$ cat src/rtl/stack_pkg.sv
// Shared constants and operation encoding for the hardware stack and its processor.
package stack_pkg;
    localparam int STACK_WIDTH = 8;
    localparam int STACK_DEPTH = 16;
    localparam int STACK_PTR_W = $clog2(STACK_DEPTH) + 1;

    // Encoding matches {push, pop} so the request bits cast directly.
    typedef enum logic [1:0] {
        OP_IDLE = 2'b00,
        OP_POP  = 2'b01,
        OP_PUSH = 2'b10,
        OP_BOTH = 2'b11
    } stack_op_t;
endpackage

$ cat src/rtl/stack_mem.sv
// Stack register array: one synchronous write port, one asynchronous read port.
module stack_mem #(
    parameter int WIDTH = 8,
    parameter int DEPTH = 16,
    parameter int AW    = $clog2(DEPTH)
) (
    input  logic             clk,
    input  logic             i_we,
    input  logic [AW-1:0]    i_waddr,
    input  logic [WIDTH-1:0] i_wdata,
    input  logic [AW-1:0]    i_raddr,
    output logic [WIDTH-1:0] o_rdata
);
    logic [WIDTH-1:0] r_mem [DEPTH];

    // A register sampling o_rdata on the write edge sees the old word.
    always_ff @(posedge clk) begin
        if (i_we) r_mem[i_waddr] <= i_wdata;
    end

    assign o_rdata = r_mem[i_raddr];
endmodule

$ cat src/rtl/hw_stack.sv
// LIFO stack with registered pop data, saturating pointer and sticky error flags.
module hw_stack
    import stack_pkg::*;
#(
    parameter int WIDTH = STACK_WIDTH,
    parameter int DEPTH = STACK_DEPTH
) (
    input  logic                   clk,
    input  logic                   resetN,
    input  logic                   push,
    input  logic                   pop,
    input  logic [WIDTH-1:0]       data_in,
    input  logic                   err_clr,
    output logic [WIDTH-1:0]       data_out,
    output logic                   full,
    output logic                   empty,
    output logic [$clog2(DEPTH):0] count,
    output logic                   overflow,
    output logic                   underflow
);
    localparam int AW  = $clog2(DEPTH);
    localparam int SPW = AW + 1;

    logic [SPW-1:0]   r_sp;
    logic [WIDTH-1:0] r_dout;
    logic             r_ovf;
    logic             r_unf;

    stack_op_t        w_op;
    logic             w_full;
    logic             w_empty;
    logic [AW-1:0]    w_top;
    logic [SPW-1:0]   w_sp_nxt;
    logic             w_we;
    logic [AW-1:0]    w_waddr;
    logic             w_load;
    logic             w_ovf_set;
    logic             w_unf_set;
    logic [WIDTH-1:0] w_rdata;

    assign w_full  = (r_sp == SPW'(DEPTH));
    assign w_empty = (r_sp == '0);
    // Low bits wrap to DEPTH-1 when sp==DEPTH, which is the correct top.
    assign w_top   = r_sp[AW-1:0] - AW'(1);
    // Reset masks requests so no memory write happens while resetN is low.
    assign w_op    = resetN ? stack_op_t'({push, pop}) : OP_IDLE;

    always_comb begin
        w_sp_nxt  = r_sp;
        w_we      = 1'b0;
        w_waddr   = r_sp[AW-1:0];
        w_load    = 1'b0;
        w_ovf_set = 1'b0;
        w_unf_set = 1'b0;
        unique case (w_op)
            OP_PUSH: begin
                if (w_full) begin
                    w_ovf_set = 1'b1;
                end else begin
                    w_we     = 1'b1;
                    w_sp_nxt = r_sp + SPW'(1);
                end
            end
            OP_POP: begin
                if (w_empty) begin
                    w_unf_set = 1'b1;
                end else begin
                    w_load   = 1'b1;
                    w_sp_nxt = r_sp - SPW'(1);
                end
            end
            OP_BOTH: begin
                w_we = 1'b1;
                if (w_empty) begin
                    w_unf_set = 1'b1;
                    w_sp_nxt  = SPW'(1);
                end else begin
                    w_waddr = w_top;
                    w_load  = 1'b1;
                end
            end
            default: ;
        endcase
    end

    stack_mem #(
        .WIDTH (WIDTH),
        .DEPTH (DEPTH),
        .AW    (AW)
    ) u_mem (
        .clk     (clk),
        .i_we    (w_we),
        .i_waddr (w_waddr),
        .i_wdata (data_in),
        .i_raddr (w_top),
        .o_rdata (w_rdata)
    );

    always_ff @(posedge clk) begin
        if (!resetN) begin
            r_sp   <= '0;
            r_dout <= '0;
            r_ovf  <= 1'b0;
            r_unf  <= 1'b0;
        end else begin
            r_sp <= w_sp_nxt;
            if (w_load) r_dout <= w_rdata;
            // A same-edge error wins over err_clr.
            r_ovf <= w_ovf_set | (r_ovf & ~err_clr);
            r_unf <= w_unf_set | (r_unf & ~err_clr);
        end
    end

    assign data_out  = r_dout;
    assign full      = w_full;
    assign empty     = w_empty;
    assign count     = r_sp;
    assign overflow  = r_ovf;
    assign underflow = r_unf;
endmodule
$ cat config.mk
export PLATFORM = sky130hd
export DESIGN_NAME = hw_stack
export DESIGN_NICKNAME = d
export VERILOG_FILES = /design/src/rtl/stack_pkg.sv /design/src/rtl/stack_mem.sv /design/src/rtl/hw_stack.sv
export SDC_FILE = /design/constraint.sdc
export NUM_CORES = 1
export LEC_CHECK = 0
export CAP_MARGIN = 30
export CORE_ASPECT_RATIO = 1.2
export CORE_MARGIN = 2
export CORE_UTILIZATION = 53
export DETAILED_ROUTE_END_ITERATION = 16
export GPL_TIMING_DRIVEN = 0
export PLACE_DENSITY = 0.79
export SYNTH_ARGS = -nofsm -noshare
export SYNTH_HDL_FRONTEND = slang
export SYNTH_SLANG_ARGS = --single-unit
export TNS_END_PERCENT = 100
$ cat constraint.sdc
create_clock -name clk -period 3.7 [get_ports clk]
set_input_delay 0.74 -clock clk [delete_from_list [all_inputs] [get_ports clk]]
set_output_delay 0.74 -clock clk [all_outputs]
set_load 0.02 [all_outputs]
# [Yosys cells after proc, flatten, opt, wreduce, memory -nomap -nowiden]
# Memories as Yosys holds them, arrays and structs flattened. A register that Yosys moved wholly into a read port is not among the register bits.
# Index checks and enable logic that the tools add are counted.
[classes] n_addsub=3 multipliers=0 n_div=0 magnitude_cmp=0 n_eq_ne=7 shift=0 muxes=17 n_bitwise=5 n_reduce_logical=5
[ops] operator="$mux 5" n=3
[ops] operator="$pmux 5 s3" n=1
[ops] operator="$mux 1" n=9
[ops] operator="$mux 4" n=2
[ops] operator="$ne 2x2->1 const B" n=3
[ops] operator="$add 5x1->5 const B" n=1
[ops] operator="$eq 5x5->1 const B" n=1
[ops] operator="$logic_not 5->1" n=1
[ops] operator="$sub 5x1->5 const B" n=1
[ops] operator="$eq 2x2->1 const B" n=2
[ops] operator="$reduce_and 4->1" n=1
[ops] operator="$sub 4x1->4 const B" n=1
[ops] operator="$reduce_bool 3->1" n=1
[ops] operator="$and 1x1->1" n=2
[ops] operator="$eq 2x1->1 const B" n=1
[ops] operator="$mux 2" n=1
[ops] operator="$or 1x1->1" n=2
[ops] operator="$pmux 1 s2" n=1
[ops] operator="$reduce_or 2->1" n=1
[ops] operator="$logic_not 1->1" n=1
[ops] operator="$not 1->1" n=1
[totals] ff_bits=7 latch_bits=0 mem_bits_rw=128 romBits=0 input_bits=13 word_cells=41 memories=1
[memory_table] name="u_mem.r_mem" words=16 width=8 rd=1 rd_ports_with_merged_regs=1 write_ports=1 line_no="stack_mem.sv:14" text="logic [WIDTH-1:0] r_mem [DEPTH];"

# [Longest topological paths before layout]
# Gate-level depths: netlist of the first run.
[logic_depth] depth_word=5 depth_mapped=12 mapped_depth_nobuf=7

# [Cells and area by module]
# A second synthesis of the first run with hierarchy kept.
[unflattened] hier_cells=352 hier_area_um2=6000.8
[by_module_without_submodules] mod="stack_mem" n_inst=1 cells_per_inst=221 area_per_inst_um2=4987.3
[by_module_without_submodules] mod="hw_stack" n_inst=1 cells_per_inst=131 area_per_inst_um2=1013.5

# [Worst setup path before layout of the first run]
# No wires, ideal clock.
[synth_path] path_kind="reg2reg" start="reg r_sp[0] (netlist: count[0])" end="mem u_mem.r_mem[0][0] (enable)" setup_time_ns=0.383 t_arrival_ns=3.200 required_ns=3.317 slack_ns=0.116 stages_incl_launch_ff=12 n_path_buf=5 period_less_slack_ns=3.584 path_cell_list="dfxtp_1 -> buf_2 -> buf_2 -> buf_2 -> inv_1 -> ha_1 -> clkbuf_1 -> clkbuf_1 -> nand2_1 -> nor4_1 -> a31oi_1 -> nor3_1"
[synth_between] elab_chain_len=5 elab_cells_between_ends=9
[synth_rtl] element="start: declaration" line_no="hw_stack.sv:24" text="logic [SPW-1:0] r_sp;"
[synth_rtl] element="start signal: assignment" line_no="hw_stack.sv:106" text="r_sp <= w_sp_nxt;"
[synth_rtl] element="$eq 5x5->1" line_no="hw_stack.sv:41" text="assign w_full = (r_sp == SPW'(DEPTH));"
[synth_rtl] element="$mux 1" line_no="hw_stack.sv:57" text="if (w_full) begin"
[synth_rtl] element="$pmux 1 s2" line_no="hw_stack.sv:55" text="unique case (w_op)"
[synth_rtl] element="$mux 1" line_no="stack_mem.sv:18" text="if (i_we) r_mem[i_waddr] <= i_wdata;"
[synth_rtl] element="$mux 1 (implied by the code)" line_no="stack_mem.sv:18"
[synth_rtl] element="end: declaration" line_no="stack_mem.sv:14"
# Several ways; a longest one is shown, not always the timed one.

# [Final worst setup path of the first run]
[layout_path] start="reg r_sp[0] (netlist: count[0])" end="mem u_mem.r_mem[11][5] (enable)"
# The elaborated chain is that of the path after synthesis.

==> results.cfg, run 1 <==
[power_and_ir_drop]
total_leakage_power_nw = 2.51
p_seq_share_pct = 34.1
p_clk_share_pct = 34.5
peakVddDrop_uv = 398
powerDensity_nw_per_um2 = 781
p_int_mw = 3.96
finalPower_mw = 5.62
combPwrFrac_pct = 31.4
p_switching_mw = 1.66
netSwitchingFraction_pct = 29.5

[floorplanning]
ios = 30
initial_core_util_pct = 54.1
die_x_um = 100
rows = 42
dieArea_um2 = 12000
coreArea_um2 = 10900
die_y_um = 120

[setup_path]
crit_fanout = 10
cpLargestDelayFamily = buffers and inverters
end_kind = flop
cpMostUsedCell = buf_2
critPathMaxStageDelay_ns = 0.60
path_cells = buf_2 > buf_4 > buf_2 > inv_1 > ha_2 > or4b_1 > buf_2 > inv_6 > nor3_2 > or2_0 > buf_2 > nor3_1 > buf_4
worstSetupStartpointType = flop
crit_type = flop to flop
cp_data_arrival_time_ns = 3.91
cp_data_required_time_ns = 3.82
cp_slowest_cell = nor3_1
crit_buf_inv = 8

[drt]
wl_um = 13500
drc = 0
postRouteAntennaNets = 0
routed_via_density = 6.43
avgRoutedWirePerCell_um = 25.3
vias = 3419
drt_pass1_iterations = 6
drtIter0Drc = 246

[outcome]
run_status = finished, violations left
violations = setup timing

[timing]
finalClockSkew_ns = 0.00762
min_period_ns = 3.79
finalMaxSlewViolations = 0
whs_ns = 0.453
final-hold-violation-count = 0
fin_ws_ns = -0.0850
setup_viol = 30
period_share_pct = 102
worstMarginPinSlew_ns = 0.855
rsz0062_at_grt = true
slew_headroom_pct = 42.8
max_freq_mhz = 264
tns_ns = -0.806

[synthesis]
netlist-cell-type-count = 46
synth_top_area_cell = edfxtp_1
syn_nets = 342
synth_top_area_share_pct = 65.0
synthFlopType = edfxtp_1
synthArstFlopShare_pct = 0
yosys_warnings = 0
avgSynthCellArea_um2 = 18.1
syn-cell-area_um2 = 5910
synth_edf_count = 128
ys_ff_latch = 143
yosysSeqAreaShare_pct = 70.1
synth_cells = 326
synth_area_leaders = edfxtp_1 65%, mux4_2 12%, dfxtp_1 5.1%

[placement]
port_buffers = 27
placed_area_um2 = 6440
gp_congestion = 0.941
dpl.hpwl_um = 8470
pre_cts_ws_ns = -0.700
post-place-cells = 497

[clock_network]
cts_tree = built
cts_inserted_buffers = 17
clk_latency_ns = 0.41
numClockSinks = 143
clk_pin_slew_ns = 0.06
cts_hold_buf = 0
ctsLongestPathBuffers = 2
cts_max_level = 4
clock_tree.root_cell = clkbuf_16

[global_route]
grt_max_degree = 17
antenna_found_initial = 0
grt_use_total_pct = 23.8
grt_pass1_wl_um = 20400
grt_remaining_overflow = 0
grt_pass1_vias = 3542

[worst_hold_path]
hp-class = flop to flop

[layout]
fillCellCount = 710
postLayoutCoreUtil_pct = 65.8
synthToLayoutAreaGrowth_pct = 21.7
fin_cells = 532
stdcell_area_um2 = 7200
nets = 403
drive_above_1_share_pct = 28.5
diodes = 0

[run]
max_cap_violations = 0
## flip-flops by register name, indices dropped and copies added, names as in the netlist
signal and count:
count 5, data_out 8, overflow 1, u_mem.r_mem 128, underflow 1
## cells in the final DEF, fill, tap and decap left out, drive strengths merged, types with 3 or more instances in the layout
cell           instances
a21boi                 5
clkbuf                26
nand2                  5
dfxtp                 15
and2                   3
clkdlybuf4s50         25
o22ai                  8
nand2b                 3
nor2b                  3
inv                    7
a21o                   6
nor3                  13
mux2i                 19
edfxtp               128
bufinv                 6
clkinv                 4
nor4                   3
nand4                  5
nor2                   8
mux4                  32
nand3                  3
a31oi                  6
xnor2                  3
buf                   31
o21ai                  3
ha                     3
## cell families (layout without fill, tap and decap cells)
| logic type | count (synthesis) | after routing | synth area share, % |
|---|---|---|---|
| AO/OA/AOI/OAI | 43 | 43 | 5.25 |
| XOR/XNOR | 4 | 4 | 0.720 |
| adder cells (fa/ha/maj) | 3 | 3 | 0.635 |
| buffers and inverters | 27 | 101 | 2.52 |
| flip-flops | 143 | 143 | 70.1 |
| multiplexers | 51 | 51 | 15.4 |
| AND/OR/NAND/NOR | 55 | 55 | 5.40 |
## cell usage after synthesis, types with 5 or more instances
cell type	number
mux4_2	32
a31oi_1	6
a21o_1	6
o22ai_1	8
clkbuf_1	5
edfxtp_1	128
buf_2	10
inv_1	6
nor3_1	12
dfxtp_1	15
nor2_1	8
nand4_1	5
mux2i_1	19
a21boi_0	5
nand2_1	5
## worst reg2reg max path, delay by kind of cell, from the launching register on
| family | cells | cell delay [ns] |
|---|---|---|
| fa+ha+maj | 1 | 0.22 |
| buf+inv | 8 | 1.62 |
| flops | 1 | 0.33 |
| simple gates | 4 | 1.33 |
## repair_timing
| action | 4_1_cts | 5_1_grt |
|---|---|---|
| setup endpoints to repair | 107 | 104 |
| pin swaps | 1 | 2 |
| buffers inserted | 1 | 2 |
| resized for setup | 13 | 6 |
## per-layer routing
metal,track usage (%),wire [um]
met1,27.0,4900
met2,41.1,7140
met3,6.06,785
met4,12.8,646
met5,0,0
## power by group through the flow
| stage | clock network (mW) | logic (mW) | registers, mW |
|---|---|---|---|
| floorplan | 0 | 1.11 | 2.00 |
| global placement | 0 | 1.63 | 1.94 |
| detailed placement | 0 | 1.68 | 1.95 |
| CTS | 1.96 | 1.74 | 1.92 |
| global route | 2.03 | 1.87 | 1.92 |
| finish | 1.94 | 1.76 | 1.92 |
## area by class of cell
type | instances | area [um^2] | share of cell area, %
Sequential cell | 143 | 4140 | 57.6
Multi-Input combinational cell | 156 | 1660 | 23.1
Clock buffer | 22 | 474 | 6.59
Timing Repair Buffer | 43 | 389 | 5.41
Clock inverter | 10 | 206 | 2.87
Tap cell | 132 | 165 | 2.30
Buffer | 19 | 123 | 1.70
Inverter | 7 | 31.3 | 0.435
## path summary, 6_finish.rpt
| check | from | to | slack, ns | depth (start not counted) |
|---|---|---|---|---|
| max | count[0] | u_mem.r_mem[11][5] | -0.09 | 13 |
| min | data_out[1] | data_out[1] | 0.45 | 1 |
| max reg2reg | count[0] | u_mem.r_mem[11][5] | -0.09 | 13 |
| min reg2reg | data_out[1] | data_out[1] | 0.45 | 1 |
Power figures use the tool's default switching activity.
==> run 2, diff against run 1 <==
--- a/config.mk
+++ b/config.mk
@@ -12,6 +12,7 @@
 export DETAILED_ROUTE_END_ITERATION = 16
 export GPL_TIMING_DRIVEN = 0
 export PLACE_DENSITY = 0.79
+export SKIP_LAST_GASP = 1
 export SYNTH_ARGS = -nofsm -noshare
 export SYNTH_HDL_FRONTEND = slang
 export SYNTH_SLANG_ARGS = --single-unit
==> results.cfg, run 2 (same netlist as run 1, synthesis figures left out) <==
[outcome]
run_status = finished, violations left
violations = setup timing

[timing]
worstMarginPinSlew_ns = 0.853
slew_headroom_pct = 42.9
finalClockSkew_ns = 0.00860
fin_ws_ns = -0.0443
rsz0062_at_grt = true
setup_viol = 22
max_freq_mhz = 267
final-hold-violation-count = 0
whs_ns = 0.452
finalMaxSlewViolations = 0
min_period_ns = 3.74
period_share_pct = 101

[setup_path]
r2r_setup_slack_ns = -0.04
reg2reg_from = count[0]
cp_data_required_time_ns = 3.75
reg2reg_depth = 12
end_kind = flop
cp_data_arrival_time_ns = 3.79
r2r-end = u_mem.r_mem[4][4]
worstSetupStartpointType = flop
crit_fanout = 10
crit_type = flop to flop

[placement]
post-place-cells = 497
dpl.hpwl_um = 8470
placed_area_um2 = 6440
port_buffers = 27
gp_congestion = 0.941

[layout]
layout_commonest_cell = edfxtp_1
fin_cells = 533
final_cell_mix = 128 x edfxtp_1, 32 x mux4_2, 25 x clkdlybuf4s50_1, 19 x mux2i_1, 18 x buf_4
nets = 404
largest_reg_flops = 128
drive_above_1_share_pct = 30.2
synthToLayoutAreaGrowth_pct = 22.7
diodes = 0
stdcell_area_um2 = 7260
regMostFlops = u_mem.r_mem
fillCellCount = 698

[floorplanning]
dieArea_um2 = 12000
ios = 30
die_x_um = 100
coreArea_um2 = 10900
die_y_um = 120
initial_core_util_pct = 54.1
rows = 42

[global_route]
use_met3_pct = 6.12
met1_usage_pct = 26.9
grt_pass1_wl_um = 20300
grt_pass1_vias = 3557
grt_remaining_overflow = 0
grt_max_degree = 17
grt_use_total_pct = 23.8
gr-usage-met2_pct = 41.1
antenna_found_initial = 0
gr-max-usage-layer = met2

[drt]
vias = 3395
wl_um = 13500
routed_via_density = 6.37
postRouteAntennaNets = 0
drt_pass1_iterations = 7
drtIter0Drc = 203
avgRoutedWirePerCell_um = 25.4
drc = 0

[clock_network]
cts_inserted_buffers = 17
cts_hold_buf = 0
clock_tree.root_cell = clkbuf_16
cts_max_level = 4
numClockSinks = 143
cts_tree = built
clk_latency_ns = 0.42
ctsLongestPathBuffers = 2
clk_pin_slew_ns = 0.06

[power_and_ir_drop]
total_leakage_power_nw = 2.53
powerDensity_nw_per_um2 = 777
finalPower_mw = 5.64
peakVddDrop_uv = 384

[worst_hold_path]
hold_end = data_out[1]
whs_path_depth = 1
hp-start = data_out[1]
hp-class = flop to flop

[run]
max_cap_violations = 0
==> run 2: cell count changes in the layout (fill, tap and decap cells not counted) <==
| cell | before | now |
|---|---|---|
| nor2_4 | 0 | 1 |
| nor2_2 | 4 | 3 |
| buf_12 | 0 | 1 |
| nor3_4 | 0 | 1 |
| nor3_1 | 6 | 0 |
| nor3_2 | 7 | 12 |
==> run 2: final cells by class <==
type                    instances  area [um^2]  share of cell area, %
flip-flops and latches        143         4140                   57.1
multi-input cells             156         1700                   23.5
clock buffers                  22          474                   6.53
repair buffers                 44          409                   5.64
clock inverters                10          206                   2.84
well taps                     132          165                   2.28
plain buffers                  19          123                   1.69
inverters                       7         31.3                  0.431
==> run 2: power by group <==
part           leakage [nW]  total [mW]  internal [mW]  switching [mW]
clock network         0.332        1.94           1.32           0.619
logic                 0.925        1.79          0.782            1.01
registers              1.28        1.92           1.86          0.0519
total                  2.53        5.64           3.96            1.68
==> run 2: how the worst max path moves through the flow <==
| stage | from | end | slack, ns | cells past startpoint |
|---|---|---|---|---|
| floorplan | count[0] | u_mem.r_mem[0][0] | 0.12 | 11 |
| global placement | count[0] | u_mem.r_mem[0][1] | -0.89 | 11 |
| detailed placement | count[0] | u_mem.r_mem[12][4] | -0.70 | 12 |
| CTS | count[0] | u_mem.r_mem[7][6] | -0.11 | 12 |
| global route | count[0] | u_mem.r_mem[4][7] | -0.21 | 12 |
| finish | count[0] | u_mem.r_mem[4][4] | -0.04 | 12 |
==> run 2: worst max-delay path: stages, from the launching register on <==
cell and delay, ns:
dfxtp_1 0.33, buf_2 0.21, buf_4 0.23, buf_2 0.21
inv_1 0.19, ha_2 0.22, or4b_1 0.43, buf_2 0.19
inv_6 0.11, a211o_1 0.12, buf_4 0.19, o2111ai_1 0.37
nor2_2 0.58
==> run 2: through the flow <==
step | setup slack [ns] | setup TNS [ns] | util, %
after floorplan | 0.116 | 0 | -
after global placement | -0.891 | -53.85 | 58.1
after detailed placement | -0.700 | -28.51 | 58.9
after CTS | -0.108 | -1.86 | 65.5
after global routing | -0.205 | -5.02 | 66.4
final | -0.0443 | -0.612 | 66.4
==> run 2: timing repair <==
action                     4_1_cts  5_1_grt
resized for setup               12       15
setup endpoints to repair      107      104
hold endpoints to repair         0        0
pin swaps                        1        3
buffers inserted                 1        3
==> run 2: metal layers <==
metal  share of wire (%)  wire [um]
met1                  38       5120
met2                  53       7160
met3                 4.9        658
met4                 4.5        603
met5                   0          0
